`src/rtl/mult_pkg.sv`:
```
// Shared state encoding and sizing helpers for the sequential arithmetic unit
// (multiplier and divider control use the same state type).
package mult_pkg;

  typedef enum logic [1:0] {
    S_IDLE = 2'd0,
    S_RUN  = 2'd1,
    S_DONE = 2'd2
  } mult_state_t;

  localparam int C_NUM_BITS_DEF = 4;

  function automatic int cnt_width(input int n);
    return $clog2(n + 1);
  endfunction

endpackage

```
`src/rtl/mult_ctrl.sv`:
```
// Multiplier sequencer: accepts START in IDLE/DONE, runs exactly N enabled
// iterations, then presents DONE for one enabled cycle.
//  state  | meaning
//  S_IDLE | waiting for START
//  S_RUN  | one shift-add iteration per enabled clock, N in total
//  S_DONE | product just written; VALID high, START accepted back-to-back
module mult_ctrl
  import mult_pkg::*;
#(
  parameter int N = C_NUM_BITS_DEF
) (
  input  logic ck,
  input  logic rn,
  input  logic e,
  input  logic start,
  output logic load,
  output logic step,
  output logic done,
  output logic busy,
  output logic valid
);

  localparam int CW = cnt_width(N);
  localparam logic [CW-1:0] CNT_LAST = CW'(N - 1);

  mult_state_t state;
  logic [CW-1:0] cnt;

  assign load  = e && start && ((state == S_IDLE) || (state == S_DONE));
  assign step  = e && (state == S_RUN);
  assign done  = step && (cnt == CNT_LAST);
  assign busy  = (state == S_RUN);
  assign valid = (state == S_DONE);

  always_ff @(posedge ck) begin
    if (!rn) begin
      state <= S_IDLE;
      cnt   <= '0;
    end else if (e) begin
      case (state)
        S_IDLE: begin
          if (start) begin
            state <= S_RUN;
            cnt   <= '0;
          end
        end
        S_RUN: begin
          cnt <= cnt + CW'(1);
          if (cnt == CNT_LAST) state <= S_DONE;
        end
        S_DONE: begin
          if (start) begin
            state <= S_RUN;
            cnt   <= '0;
          end else begin
            state <= S_IDLE;
          end
        end
        default: begin
          state <= S_IDLE;
          cnt   <= '0;
        end
      endcase
    end
  end

endmodule

```
`src/rtl/shift_add_multiplier.sv`:
```
// Sequential unsigned shift-and-add multiplier, one multiplier bit per enabled
// clock; the datapath lives here, sequencing in mult_ctrl.
module shift_add_multiplier
  import mult_pkg::*;
#(
  parameter int C_NUM_BITS = C_NUM_BITS_DEF
) (
  input  logic                    CK,
  input  logic                    RN,
  input  logic                    E,
  input  logic                    START,
  input  logic [C_NUM_BITS-1:0]   A,
  input  logic [C_NUM_BITS-1:0]   B,
  output logic [2*C_NUM_BITS-1:0] P,
  output logic                    BUSY,
  output logic                    VALID
);

  localparam int N = C_NUM_BITS;

  logic         load, step, done;
  logic [N-1:0] m;
  logic [2*N:0] acc;
  logic [N:0]   sum;
  logic [2*N:0] acc_next;

  mult_ctrl #(.N(N)) u_ctrl (
    .ck    (CK),
    .rn    (RN),
    .e     (E),
    .start (START),
    .load  (load),
    .step  (step),
    .done  (done),
    .busy  (BUSY),
    .valid (VALID)
  );

  // Upper N+1 bits hold the partial sum with carry; lower N bits are the
  // multiplier bits not yet consumed, so ACC[0] is always the current bit.
  assign sum      = acc[2*N:N] + (acc[0] ? {1'b0, m} : '0);
  assign acc_next = {1'b0, sum, acc[N-1:1]};

  always_ff @(posedge CK) begin
    if (!RN) begin
      m   <= '0;
      acc <= '0;
      P   <= '0;
    end else if (load) begin
      m   <= A;
      acc <= {{(N+1){1'b0}}, B};
    end else if (step) begin
      acc <= acc_next;
      if (done) P <= acc_next[2*N-1:0];
    end
  end

endmodule

```
`config.mk`:
```
export PLATFORM = sky130hd
export DESIGN_NAME = shift_add_multiplier
export DESIGN_NICKNAME = d
export VERILOG_FILES = /design/src/rtl/mult_pkg.sv /design/src/rtl/mult_ctrl.sv /design/src/rtl/shift_add_multiplier.sv
export SDC_FILE = /design/constraint.sdc
export NUM_CORES = 1
export LEC_CHECK = 0
export CORE_AREA = 2 2 47 59
export CTS_CLUSTER_DIAMETER = 120
export DETAILED_ROUTE_END_ITERATION = 7
export DIE_AREA = 0 0 49 61
export PLACE_DENSITY = 0.74
export SYNTH_ARGS = -nofsm -noshare
export SYNTH_HDL_FRONTEND = slang
export SYNTH_SLANG_ARGS = --single-unit
export TNS_END_PERCENT = 5
```
`constraint.sdc`:
```
create_clock -name CK -period 1.9 [get_ports CK]
set_input_delay 0.38 -clock CK [delete_from_list [all_inputs] [get_ports CK]]
set_output_delay 0.38 -clock CK [all_outputs]
set_load 0.03 [all_outputs]
```
==> results of run 1 <==
-- worst min-delay path by stage --
stage                     endpoint  cells after the start
after floorplan             acc[4]                      2
after global placement      acc[4]                      2
after detailed placement    acc[4]                      2
after CTS                   acc[4]                      2
after global routing        acc[4]                      2
final                       acc[4]                      2
-- stage by stage --
stage / instance area (um2) / power [mW] / instances
4_1_cts: 1430 / 0.891 / 179
5_1_grt: 1430 / 0.922 / 179
3_3_place_gp: 1410 / 0.653 / 175
3_5_place_dp: 1410 / 0.656 / 175
6_report: 1430 / 0.882 / 179
2_1_floorplan: 1170 / 0.616 / 123
-- sequential cells by signal, indices dropped and copies added (netlist names) --
register	count
P	8
u_ctrl.cnt	3
m	4
acc	8
u_ctrl.state	2
-- power groups by stage --
stage | clock, mW | combinational [mW] | sequential [mW]
finish | 0.239 | 0.0921 | 0.551
global route | 0.267 | 0.102 | 0.553
CTS | 0.247 | 0.0925 | 0.551
detailed placement | 0 | 0.0935 | 0.563
global placement | 0 | 0.0910 | 0.562
floorplan | 0 | 0.0585 | 0.557
-- worst min-delay path, stage by stage, from the launching register on --
cell and delay [ps]:
dfxtp_1 340, nand2_1 60, a21oi_1 60
-- metal layers --
layer / up-vias / track usage [%] / wire, um
met5: - / 0 / 0
met4: 0 / 8.57 / 15
met3: 2 / 2.71 / 71
met2: 14 / 32.5 / 1240
met1: 463 / 19.8 / 1010
li1: 477 / - / -
-- cell type report --
class | instances | share of cell area (%)
Clock buffer | 3 | 1.57
Clock inverter | 1 | 0.350
Inverter | 3 | 0.787
Multi-Input combinational cell | 89 | 42.8
Sequential cell | 25 | 35.0
Tap cell | 33 | 2.88
Timing Repair Buffer | 25 | 16.6
-- layout by cell type (no fill, tap or decap), types with 2 or more instances in the layout --
cell	Yosys	routed
dfxtp_1	25	25
and2_1	4	4
nand3_1	2	2
buf_4	3	4
a21oi_1	6	6
inv_1	3	3
clkbuf_4	0	3
mux2i_1	10	10
nor2_1	19	19
a211oi_2	2	2
nor2_2	2	2
clkdlybuf4s50_1	0	19
a311oi_1	2	2
a211oi_1	2	2
ha_1	6	6
nor2b_1	2	2
o21ai_0	2	2
dlygate4sd2_1	0	2
nand2_1	12	12
nand3b_1	2	2
a22oi_1	2	2
and3b_1	3	3
-- cell families (layout without fill, tap and decap cells) --
logic type	Yosys count	after routing	share of synthesized area, %
AO/OA/AOI/OAI	23	23	15.0
multiplexers	10	10	8.58
buffers and inverters	9	32	4.51
AND/OR/NAND/NOR	48	48	20.1
adder cells (fa/ha/maj)	7	7	8.15
XOR/XNOR	1	1	0.751
flip-flops	25	25	42.9
==> impl_metrics.yaml, run 1 <==
status:
  status: "complete, no violations"
yosys:
  synthTopCellsByCount: "dfxtp_1 (25), nor2_1 (19), nand2_1 (12)"
  ys_seq_area_share_pct: 42.9
  yosysMostFrequentCell: "dfxtp_1"
  ys_types: 32
  netlist.area_leader.share_pct: 42.9
  syn-num-nets: 142
  synth-edff-count: 0
  syn_inst: 123
  synthesis.area_um2: 1170
  synth-main-ff-cell: "dfxtp_1"
  synthArstFlopShare_pct: 0
  syn_avg_cell_area_um2: 9.48
  synth_seq_cells: 25
  yosysTopAreaCell: "dfxtp_1"
  synth_area_leaders: "dfxtp_1 (43%), mux2i_1 (8.6%), ha_1 (6.4%)"
  yosys_warnings: 0
sta:
  skew_ps: 6.51
  fmax_mhz: 562
  rsz0062_at_grt: "no"
  whs_ps: 485
  period_needed_ps: 1780
  worstMarginPinSlew_ps: 630
  hold_viol_final: 0
  fin_setup_tns_ps: 0
  setup_viol: 0
  fin_crit_sh_pct: 93.7
  slew_viol_final: 0
  relSlewSlack_pct: 57.9
  worst_slack_ps: 120
worst_setup_path:
  start_kind: "flop"
  r2r_setup_slack_ps: 120
  r2r_start: "acc[0]"
  worstPathRequired_ps: 2100
  critical_path_depth: 6
  rr_endpoint: "acc[7]"
  path_cells: "and2_1 -> ha_1 -> fa_1 -> a21o_1 -> a21oi_1 -> a211oi_1"
  end_kind: "flop"
  path_delay_family: "adder cells"
  crit_start: "acc[0]"
  worstSetupPathType: "reg2reg"
  slowest_delay_ps: 410
  cp.arrival_ps: 1980
  ff2ff_path_depth: 6
  critPathMaxFanout: 5
  endpoint: "acc[7]"
  critical_path_buf_inv_count: 0
  crit_slowest_cell: "fa_1"
global_routing:
  grt_pass1_wl_um: 3870
  gr-total-overflow: 0
  antenna_found_initial: 0
  grt_max_degree: 21
  grt.total_usage_pct: 17.4
  grt_pass1_vias: 886
finish:
  drive_gt1_share_pct: 8.90
  seq_area_um2: 500
  final_nets: 166
  fill_cells: 227
  multi_input_area_um2: 613
  diodes: 0
  fin_util_pct: 59.0
  area_growth_pct: 22.7
placed_design:
  place_ws_ps: 52.9
  gp_congestion: 0.797
  hpwl_um: 1810
  io_buffer_count: 21
clock_network:
  clockBufferDepth: 2
  post_cts_buffers: 0
  clock-sinks: 25
  cts_tree: "yes"
  ctsResizeCount: 2
  cts.clk_slew.worst_paths_ps: 140
  numCtsBuffers: 3
  htree_levels: 1
  clkLatencyLatePin_ps: 320
  root_buffer: "clkbuf_4"
  holdBufCountCts: 0
die:
  ios: 22
  die_h_um: 61
  die_w_um: 49
  coreArea_um2: 2430
  rows: 20
  dieArea_um2: 2990
  initial_core_util_pct: 48.0
pwr:
  switching_power_mw: 0.218
  cell_internal_pwr_mw: 0.664
  seqPwrFrac_pct: 62.5
  powerDensity_nw_per_um2: 616
  p_comb_share_pct: 10.4
  sw_frac_of_total_pct: 24.7
  power.leakage_nw: 0.577
  ir_worst_vdd_v: 0.000466
  clkPwrFrac_pct: 27.1
detailed_routing:
  viasPerCell: 5.34
  dr.pass1.iters: 4
  routedWlPerCell_um: 13.0
  via_count: 956
  drt_iter0_drc: 12
  ant_nets: 0
  drc: 0
  routed_wl_um: 2330
min_path:
  hold_start: "acc[4]"
  hold_class: "reg2reg"
flow_run:
  maxCapViolations: 0
No activity file was read; power rests on OpenSTA's default activity.
==> run 2, diff against run 1 <==
==> constraint.sdc (replaced) <==
create_clock -name CK -period 1.9 [get_ports CK]
set_input_delay 0.38 -clock CK [delete_from_list [all_inputs] [get_ports CK]]
set_output_delay 0.38 -clock CK [all_outputs]
set_load 0.01 [all_outputs]
==> run 2 against run 1 <==
  * Register-to-register slack about the same
  * Design area increased by 0.35%
  * Global-route usage unchanged
  * Non-clock buffer count unchanged
  * Final cell count unchanged
  * Utilization increased by 0.21 points
  * Sequential power about the same
  * Via count decreased by 0.21%
  * Clock power about the same
  * Setup slack got worse by 9.4 ps
  * Die area unchanged
  * Sequential cell count unchanged
  * Critical path type is now reg2out
  * Critical endpoint is now BUSY
  * Highest routed layer unchanged
==> impl_metrics.yaml, run 2 (synthesized netlist as in run 1, its figures left out) <==
die:
  rows: 20
  die_w_um: 49
  die_h_um: 61
  ios: 22
  dieArea_um2: 2990
  coreArea_um2: 2430
  initial_core_util_pct: 48.0
placed_design:
  hpwl_um: 1810
  placed_cells: 175
  gp_congestion: 0.797
  io_buffer_count: 21
worst_setup_path:
  worstSetupPathType: "reg2out"
  start_kind: "flop"
  path_cells: "nor2b_1 -> clkdlybuf4s50_1"
  end_kind: "primary output"
  worstPathRequired_ps: 1520
  ff2ff_path_depth: 6
  slowest_delay_ps: 540
  crit_slowest_cell: "clkdlybuf4s50_1"
  cp.arrival_ps: 1410
  critPathMaxFanout: 9
clock_network:
  htree_levels: 1
  cts.clk_slew.worst_paths_ps: 140
  numCtsBuffers: 3
  post_cts_buffers: 0
  clkLatencyLatePin_ps: 320
  root_buffer: "clkbuf_4"
  clock-sinks: 25
  clockBufferDepth: 2
  cts_tree: "yes"
sta:
  worstMarginPinSlew_ps: 628
  setup_viol: 0
  relSlewSlack_pct: 58.1
  fin_setup_tns_ps: 0
  skew_ps: 6.03
  slew_viol_final: 0
  fmax_mhz: 559
  period_needed_ps: 1790
  rsz0062_at_grt: "no"
  hold_viol_final: 0
  fin_crit_sh_pct: 94.2
min_path:
  hold_depth: 2
  hold_class: "reg2reg"
detailed_routing:
  via_count: 954
  ant_nets: 0
  viasPerCell: 5.33
  routedWlPerCell_um: 13.2
  drc: 0
  routed_wl_um: 2370
  dr.pass1.iters: 4
  drt_iter0_drc: 16
pwr:
  switching_power_mw: 0.218
  cell_internal_pwr_mw: 0.665
  power.leakage_nw: 0.569
  clkPwrFrac_pct: 27.2
  ir_worst_vdd_v: 0.000466
  sw_frac_of_total_pct: 24.7
  powerDensity_nw_per_um2: 615
  seqPwrFrac_pct: 62.4
  p_comb_share_pct: 10.3
global_routing:
  antenna_found_initial: 0
  grt_pass1_wl_um: 3870
  grt_pass1_vias: 886
  grt.total_usage_pct: 17.4
  gr-total-overflow: 0
  grt_max_degree: 21
finish:
  final_common_cell: "dfxtp_1"
  final_cell_mix: "dfxtp_1 (23), clkdlybuf4s50_1 (21), nor2_1 (19)"
  final_cells: 179
  drive_gt1_share_pct: 10.3
  largestRegisters: "P x8, acc x8, m x4"
  final_nets: 166
  diodes: 0
  area_growth_pct: 23.2
  multi_input_area_um2: 613
  fill_cells: 226
  seq_area_um2: 503
flow_run:
  maxCapViolations: 0
status:
  status: "complete, no violations"
==> run 2: path summary, 6_finish.rpt <==
| kind | from | endpoint | slack (ps) |
|---|---|---|---|
| setup / recovery | u_ctrl.state[0] | BUSY | 110 |
| hold / removal | acc[4] | acc[4] | 480 |
| setup reg to reg | acc[0] | acc[7] | 120 |
| hold reg to reg | acc[4] | acc[4] | 480 |
==> run 2: layout make-up <==
class / count / area share [%]
multi-input cells: 89 / 42.7
inverters: 3 / 0.784
clock buffers: 3 / 1.57
well taps: 33 / 2.87
clock inverters: 1 / 0.348
repair buffers: 25 / 16.7
flip-flops and latches: 25 / 35.0
==> run 2: timing repair <==
| action | 4_1_cts | 5_1_grt |
|---|---|---|
| hold buffers | 0 | 0 |
| setup endpoints to repair | 0 | 2 |
| gates resized for setup | 0 | 2 |
==> run 2: per-stage QoR <==
step                      cell area [um2]  setup slack (ps)  hold slack [ps]  util (%)  total power, mW
after floorplan                      1170               309              441         -            0.613
after CTS                            1430              26.0              488      59.1            0.890
after global placement               1410               108              451      57.9            0.651
final                                1440               111              485      59.2            0.883
after global routing                 1440              27.8              509      59.2            0.922
after detailed placement             1410              52.9              468      57.9            0.654
==> run 2: power by group through the flow <==
stage	combinational, mW	sequential (mW)	clock (mW)
after floorplan	0.0562	0.557	0
after global placement	0.0887	0.562	0
after detailed placement	0.0912	0.563	0
after CTS	0.0914	0.551	0.247
after global routing	0.101	0.554	0.267
final	0.0914	0.552	0.240
==> run 2: worst max-delay path: cells and delay by family, from the launching register on <==
family,cells,cell delay [ps]
buf+inv,1,540
flops,1,410
simple gates,1,140
==> run 2: metal layers <==
layer / part of all wire [%] / vias to the layer above / GRT usage, %
li1: - / 479 / -
met1: 43 / 459 / 19.8
met2: 53 / 14 / 32.5
met3: 3.2 / 2 / 2.71
met4: 0.63 / 0 / 8.57
met5: 0 / - / 0
